**src/rtl/adder_subtractor_pkg.sv**
```systemverilog
// Shared types, defaults and flag helpers for the pipelined adder/subtractor.
package adder_subtractor_pkg;

  typedef enum logic {MODE_ADD = 1'b0, MODE_SUB = 1'b1} mode_e;

  localparam int unsigned DEF_WIDTH = 64;
  localparam int unsigned DEF_CHUNK = 16;

  // Signed overflow: both addends share a sign that the sum does not.
  function automatic logic signed_overflow(logic a_msb, logic b_msb, logic r_msb);
    return (a_msb == b_msb) && (r_msb != a_msb);
  endfunction

endpackage

```
**src/rtl/adder_subtractor_stage.sv**
```systemverilog
// One CHUNK-bit carry-propagate slice; purely combinational.
module adder_subtractor_stage #(
  parameter int unsigned CHUNK = 16
) (
  input  logic [CHUNK-1:0] a,
  input  logic [CHUNK-1:0] b,
  input  logic             cin,
  output logic [CHUNK-1:0] sum,
  output logic             cout
);

  assign {cout, sum} = {1'b0, a} + {1'b0, b} + {{CHUNK{1'b0}}, cin};

endmodule

```
**src/rtl/adder_subtractor_pipe.sv**
```systemverilog
// Pipelined WIDTH-bit adder/subtractor, one CHUNK-bit slice per stage, with a
// globally stalled valid/ready handshake and carry/overflow/zero flags.
module adder_subtractor_pipe
  import adder_subtractor_pkg::*;
#(
  parameter int unsigned WIDTH = DEF_WIDTH,
  parameter int unsigned CHUNK = DEF_CHUNK
) (
  input  logic             clk,
  input  logic             rst,
  input  logic             in_valid,
  output logic             in_ready,
  input  logic [WIDTH-1:0] op1,
  input  logic [WIDTH-1:0] op2,
  input  logic             mode,
  output logic             out_valid,
  input  logic             out_ready,
  output logic [WIDTH-1:0] result,
  output logic             carry_out,
  output logic             overflow,
  output logic             zero
);

  localparam int unsigned Stages = WIDTH / CHUNK;
  localparam int unsigned Last = Stages - 1;
  localparam logic [WIDTH-1:0] ChunkMask = WIDTH'({CHUNK{1'b1}});

  if (CHUNK < 1 || (WIDTH % CHUNK) != 0) begin : gen_param_check
    $error("adder_subtractor_pipe: WIDTH must be a non-zero multiple of CHUNK");
  end

  // Operands are kept full width in the skew registers; lower chunks that are
  // already consumed are dead and get trimmed by synthesis.
  logic [Stages-1:0][WIDTH-1:0] a_q, b_q, sum_q;
  logic [Stages-1:0]            carry_q, valid_q;
  logic                         overflow_q, zero_q;

  logic [Stages-1:0][WIDTH-1:0] a_in, b_in, s_in, sum_d;
  logic [Stages-1:0][CHUNK-1:0] st_sum;
  logic [Stages-1:0]            c_in, carry_d;
  logic [WIDTH-1:0]             b_eff;
  logic                         cin0, adv, overflow_d, zero_d;

  assign cin0  = (mode_e'(mode) == MODE_SUB);
  assign b_eff = op2 ^ {WIDTH{cin0}};

  assign out_valid = valid_q[Last];
  assign adv       = !out_valid || out_ready;
  assign in_ready  = adv;

  for (genvar k = 0; k < Stages; k++) begin : gen_stage
    if (k == 0) begin : gen_first
      assign a_in[k] = op1;
      assign b_in[k] = b_eff;
      assign s_in[k] = '0;
      assign c_in[k] = cin0;
    end else begin : gen_next
      assign a_in[k] = a_q[k-1];
      assign b_in[k] = b_q[k-1];
      assign s_in[k] = sum_q[k-1];
      assign c_in[k] = carry_q[k-1];
    end

    adder_subtractor_stage #(
      .CHUNK(CHUNK)
    ) u_stage (
      .a   (a_in[k][k*CHUNK +: CHUNK]),
      .b   (b_in[k][k*CHUNK +: CHUNK]),
      .cin (c_in[k]),
      .sum (st_sum[k]),
      .cout(carry_d[k])
    );

    // Splice this stage's chunk into the partial sum carried from upstream.
    assign sum_d[k] = (s_in[k] & ~(ChunkMask << (k * CHUNK)))
                    | (WIDTH'(st_sum[k]) << (k * CHUNK));
  end

  assign overflow_d = signed_overflow(a_in[Last][WIDTH-1], b_in[Last][WIDTH-1],
                                      sum_d[Last][WIDTH-1]);
  assign zero_d     = (sum_d[Last] == '0);

  always_ff @(posedge clk or posedge rst) begin
    if (rst) begin
      a_q        <= '0;
      b_q        <= '0;
      sum_q      <= '0;
      carry_q    <= '0;
      valid_q    <= '0;
      overflow_q <= 1'b0;
      zero_q     <= 1'b0;
    end else if (adv) begin
      a_q        <= a_in;
      b_q        <= b_in;
      sum_q      <= sum_d;
      carry_q    <= carry_d;
      overflow_q <= overflow_d;
      zero_q     <= zero_d;
      valid_q[0] <= in_valid && in_ready;
      for (int unsigned k = 1; k < Stages; k++) begin
        valid_q[k] <= valid_q[k-1];
      end
    end
  end

  assign result    = sum_q[Last];
  assign carry_out = carry_q[Last];
  assign overflow  = overflow_q;
  assign zero      = zero_q;

  logic unused_opnd;
  assign unused_opnd = ^{a_in, b_in, a_q[Last], b_q[Last]};

endmodule

```
**config.mk**
```make
export PLATFORM = sky130hd
export DESIGN_NAME = adder_subtractor_pipe
export DESIGN_NICKNAME = d
export VERILOG_FILES = /design/src/rtl/adder_subtractor_pkg.sv /design/src/rtl/adder_subtractor_stage.sv /design/src/rtl/adder_subtractor_pipe.sv
export SDC_FILE = /design/constraint.sdc
export NUM_CORES = 1
export LEC_CHECK = 0
export BUFFER_PORTS_ARGS = -buffer_cell sky130_fd_sc_hd__buf_2
export CORE_ASPECT_RATIO = 1.1
export CORE_UTILIZATION = 45
export CTS_CLUSTER_DIAMETER = 40
export DETAILED_ROUTE_END_ITERATION = 12
export PLACE_DENSITY = 0.61
export SETUP_SLACK_MARGIN = 0.15
export SYNTH_ARGS = -nofsm -noshare
export SYNTH_HDL_FRONTEND = slang
export SYNTH_SLANG_ARGS = --single-unit
```
**constraint.sdc**
```tcl
create_clock -name clk -period 20.2 [get_ports clk]
set_clock_uncertainty 0.2 [all_clocks]
set_input_delay 1.01 -clock clk [delete_from_list [all_inputs] [get_ports clk]]
set_output_delay 1.01 -clock clk [all_outputs]
set_load 0.03 [all_outputs]
```
==> Word-level counts from Yosys, hierarchy flattened <==
Cells that the tools add are included.
{ "totals": {"register_bits": 554, "inputBits": 133, "output_inout_bits": 69, "wordCells": 33} }
{ "op_classes": {"n_addsub": 8, "n_eq_ne": 2, "bitwise_logic": 4, "reduce_logical": 5} }
{ "ops": {"columns": ["op", "n"], "rows": [
  ["$add A16 B16 Y17", 4],
  ["$add A17 B1 Y17", 4],
  ["$logic_not A64 Y1", 1],
  ["$or A48 B64 Y64", 1],
  ["$xor A64 B64 Y64", 1],
  ["$or A32 B48 Y48", 1],
  ["$or A16 B32 Y32", 1],
  ["$logic_and A1 B1 Y1", 2],
  ["$eq A1 B1 Y1", 1],
  ["$logic_not A1 Y1", 1],
  ["$logic_or A1 B1 Y1", 1],
  ["$ne A1 B1 Y1", 1]
]} }

==> Logic depth before layout (Yosys ltp) <==
{ "depth": {"word_depth": 5, "depth_mapped": 12, "ltp_nobuf": 12} }

==> Cells and area by module <==
Synthesis repeated with hierarchy kept, for this count alone.
{ "unflattened": {"hier_cells": 1938, "area_unflattened_um2": 17053.9} }
{ "by_module_without_submodules": {"columns": ["mod", "instances", "cells_each", "area_per_inst_um2", "seq_area_each_um2"], "rows": [
  ["adder_subtractor_pipe", 1, 1576, 14139.8, 9058.7],
  ["adder_subtractor_stage at gen_stage[1].u_stage ...", 3, 91, 726.9, 0.0],
  ["adder_subtractor_stage at gen_stage[0].u_stage", 1, 89, 733.2, 0.0]
]} }

==> Worst setup path after synthesis <==
Ideal clock, no wire load.
{ "synth_timing": {"path_kind": "input to register", "start": "input port mode", "end": "register sum_q, in the netlist s_in[73]", "setup_time_ns": 0.116, "t_arrival_ns": 3.626, "required_time_ns": 19.884, "slack_ns": 16.259, "stages": 12, "path_buffers": 2, "cell_sequence": "buf_2 buf_1 xor2_1 ha_1 and3_1 a221o_1 o31a_1 o21a_1 o21a_1 o21ai_1 nand4b_1 o311ai_0"} }
{ "synth_between": {"elab_chain_cells": 3} }
{ "synth_lines": {"columns": ["item", "line", "text"], "rows": [
  ["from (decl)", "adder_subtractor_pipe.sv:15", "input logic mode,"],
  ["$xor A64 B64 Y64", "adder_subtractor_pipe.sv:45", "assign b_eff = op2 ^ {WIDTH{cin0}};"],
  ["$add A16 B16 Y17", "adder_subtractor_stage.sv:12", "assign {cout, sum} = {1'b0, a} + {1'b0, b} + {{CHUNK{1'b0}}, cin};"],
  ["$add A17 B1 Y17 (*)", "adder_subtractor_stage.sv:12", null],
  ["to (signal assigned)", "adder_subtractor_pipe.sv:95", "sum_q <= sum_d;"],
  ["to (decl)", "adder_subtractor_pipe.sv:34", "logic [Stages-1:0][WIDTH-1:0] a_q, b_q, sum_q;"]
]} }
Every way passes the cells marked *; elsewhere a longest branch is shown, timed or not.
A chain may end at the register's enable or synchronous reset.

==> Worst setup path in the final report <==
{ "layout_timing": {"start": "input port out_ready", "end": "output port in_ready"} }
{ "layout_between": {"elab_chain_cells": 1} }
{ "layout_lines": {"columns": ["item", "line", "text"], "rows": [
  ["from (decl)", "adder_subtractor_pipe.sv:17", "input logic out_ready,"],
  ["$logic_or A1 B1 Y1", "adder_subtractor_pipe.sv:48", "assign adv = !out_valid || out_ready;"],
  ["to (decl)", "adder_subtractor_pipe.sv:12", "output logic in_ready,"]
]} }
Every way passes these cells.

==> run_results.csv <==
group,metric,value,unit
sta,finalCriticalPeriod,4.80,ns
clock_tree,cts_made_buffers,51,
die,die_h,204,um
critical_path,endpoint,"in_ready",
synth,synth.cell_area,0.0167,sq mm
die,ioPinCount,202,
global_routing,grt_pass1_vias,12319,
min_path,hold_class,"flip-flop to flip-flop",
critical_path,cpPeakStageDelay,0.78,ns
critical_path,worstPathRequired,18.99,ns
power,powerDensity,174,mW/mm^2
die,core_area,0.0364,sq mm
synth,synth_seq_cells,362,
detailed_routing,via_per_inst,4.95,
clock_tree,cts_root_buf,"clkbuf_16",
finish,multi_input_area,0.00722,sq mm
flow_run,maxCapViolations,0,
finish,finalNetCount,2257,
sta,relSlewSlack,27.0,%
clock_tree,cts_post_setup_buffers_inserted,0,
min_path,worstHoldStart,"result[17]",
power,p_leak,10.0,nW
placed_design,dpl.hpwl,25800,um
critical_path,critPathSlowestCell,"buf_4",
detailed_routing,drc,0,
synth,ys_seq_area_share,54.3,%
clock_tree,clock_latency,0.57,ns
synth,synth.distinct_cells,59,
status,run_status,"complete, no violations",
critical_path,cp_max_fo,156,
die,start_util,45.9,%
sta,finalCritPeriodShare,23.8,%
sta,final_hold_viol_count,0,
critical_path,startpoint,"out_ready",
synth,syn-num-nets,2081,
synth,syn_inst,1881,
clock_tree,clk_pin_slew,0.05,ns
finish,fillers,3465,
critical_path,r2r_slack,16.32,ns
power,p_total,3.45,mW
detailed_routing,vias,12815,
clock_tree,htree_levels,2,
critical_path,crit_type,"input pin to output port",
finish,final_common_cell,"nand2_1",
global_routing,overflow,0,
critical_path,rr_startpoint,"valid_q[3]",
finish,ff_latch_area,0.00906,sq mm
critical_path,path_cells,"buf_2, nor2b_4, buf_4, buf_4, inv_8, buf_2",
critical_path,worstReg2RegEnd,"result[61]",
detailed_routing,routed_wl,38400,um
global_routing,grt_max_degree,250,
die,dieWidth,186,um
sta,setup_violations,0,
die,rows,73,
global_routing,grt_usage,20.7,%
power,peakVddDrop,0.0000853,V
synth,synth_area_per_cell,8.87,sq um
critical_path,cp-start-kind,"input pin",
finish,final_layout_size_suffix_gt1_share,15.1,%
detailed_routing,wl_per_cell,14.8,um
sta,timing.fmax,208,MHz
sta,drv_slew,0,
critical_path,crit_arrival,3.59,ns
clock_tree,cts_hold_buf,0,
sta,rsz0062_at_grt,"false",
synth,async_reset_ff_share,100,%
clock_tree,cts_sinks,362,
global_routing,grt_pass1_wl,62200,um
clock_tree,ctsLongestPathBuffers,3,
sta,tightest_slew,1.10,ns
synth,ys_warn_count,0,
detailed_routing,first_pass_iters,5,
clock_tree,ctsResizeCount,0,
synth,synth_flop_cell,"dfrtp_1",
global_routing,antenna_found_initial,2,
placed_design,place.gp.congestion,0.859,
die,dieArea,0.0379,sq mm
sta,setup_tns,0,ns
detailed_routing,antenna_left,0,
critical_path,r2r_cells,6,
clock_tree,cts_tree,"done",
synth,synth-edff-count,0,
finish,final_cell_mix,"nand2_1, dfrtp_1, buf_2",
finish,syn_to_final_growth,18.7,%
placed_design,port_buffers,201,
placed_design,post_dp_cell_area,0.0181,sq mm
detailed_routing,drtIter0Drc,820,
sta,whs,0.256,ns
finish,post-route-util,54.5,%
finish,fin_area,0.0198,sq mm
critical_path,cp-end-kind,"output port",
sequential cells by signal (all words and copies together) (netlist names):
register / count
b_in: 96
s_in: 96
overflow: 1
zero: 1
a_in: 96
carry_q: 4
valid_q: 4
result: 64
kinds of logic (layout without fill, tap and decap cells):
logic type	after synthesis	count (layout)	synth area share [%]
AOI/OAI and AO/OA	219	219	7.92
adders and majority gates	67	67	5.34
muxes	6	6	0.405
DFF	362	362	54.3
buffers and inverters	110	328	2.48
other	0	2	0
xor gates and xnor gates	105	105	5.51
and+or+nand+nor	1012	1012	24.1
cells in the mapped netlist (2+ instances only):
cell      instances  area [sq um]
nor3_1           21           105
a31oi_1           7          43.8
buf_1            10          37.5
nand2_1         837          3140
nor4_1           14          87.6
a311oi_1          3          26.3
a21oi_1          52           260
clkbuf_1         75           282
nor2b_1           5          31.3
o21bai_1          2          15.0
or3_1            11          68.8
o21a_1           10          75.1
mux2_2            6          67.6
xor2_1           39           342
nand2b_1          7          43.8
xnor2_1          66           578
and2_1            2          12.5
nand4_1           7          43.8
a21o_1            9          67.6
ha_1             60           751
a211oi_1          3          22.5
nand4b_1          2          17.5
o22ai_1           2          12.5
nor2_1           79           297
o211ai_1          6          45.0
inv_1            23          86.3
dfrtp_1         362          9060
fa_1              7           140
o31ai_1           9          67.6
or4_1             2          15.0
o31a_1            2          17.5
nand3_1          11          55.1
nor3b_1           2          15.0
a211o_1           3          26.3
o21ai_0          90           450
a41oi_1           2          17.5
and3_1           10          62.6
o21ai_1           2          10.0
worst min path at each step:
stage | end | slack, ns | cells past startpoint
2_1_floorplan | valid_q[2] | 0.23 | 2
3_3_place_gp | valid_q[2] | 0.24 | 2
3_5_place_dp | result[10] | 0.25 | 2
4_1_cts | result[10] | 0.26 | 2
5_1_grt | result[44] | 0.28 | 2
6_report | result[17] | 0.26 | 2
power breakdown:
| group | total [mW] | internal (mW) | leakage, nW | switching (mW) |
|---|---|---|---|---|
| registers | 1.26 | 1.05 | 4.35 | 0.206 |
| logic | 1.32 | 0.488 | 4.83 | 0.829 |
| clock network | 0.880 | 0.528 | 0.831 | 0.352 |
| total | 3.45 | 2.07 | 10.0 | 1.39 |
per-layer routing:
layer | wire length (um) | global-route usage [%] | share of wire [%] | up-vias
li1 | - | - | - | 6460
met1 | 18100 | 29.6 | 47 | 6025
met2 | 17400 | 31.8 | 45 | 262
met3 | 1800 | 3.65 | 4.7 | 66
met4 | 1030 | 7.20 | 2.7 | 2
met5 | 13 | 0 | 0.034 | -
through the flow:
step,instances,setup slack [ns]
finish,2588,15.40
global route,2587,15.18
CTS,2586,15.45
detailed placement,2491,15.45
global placement,2491,15.45
floorplan,1881,8.94
final cells by class:
type	instances	area share, %
Antenna cell	2	0.0253
Timing Repair Buffer	209	5.52
Tap cell	487	3.08
Clock buffer	60	6.98
Clock inverter	35	1.66
Multi-Input combinational cell	1409	36.5
Sequential cell	362	45.7
Inverter	24	0.531
worst max-delay path: cells and delay by family:
family / cells / cell delay (ns)
buffers and inverters: 5 / 2.26
and+or+nand+nor: 1 / 0.14
Note: power is estimated with default switching activity, not from simulation.
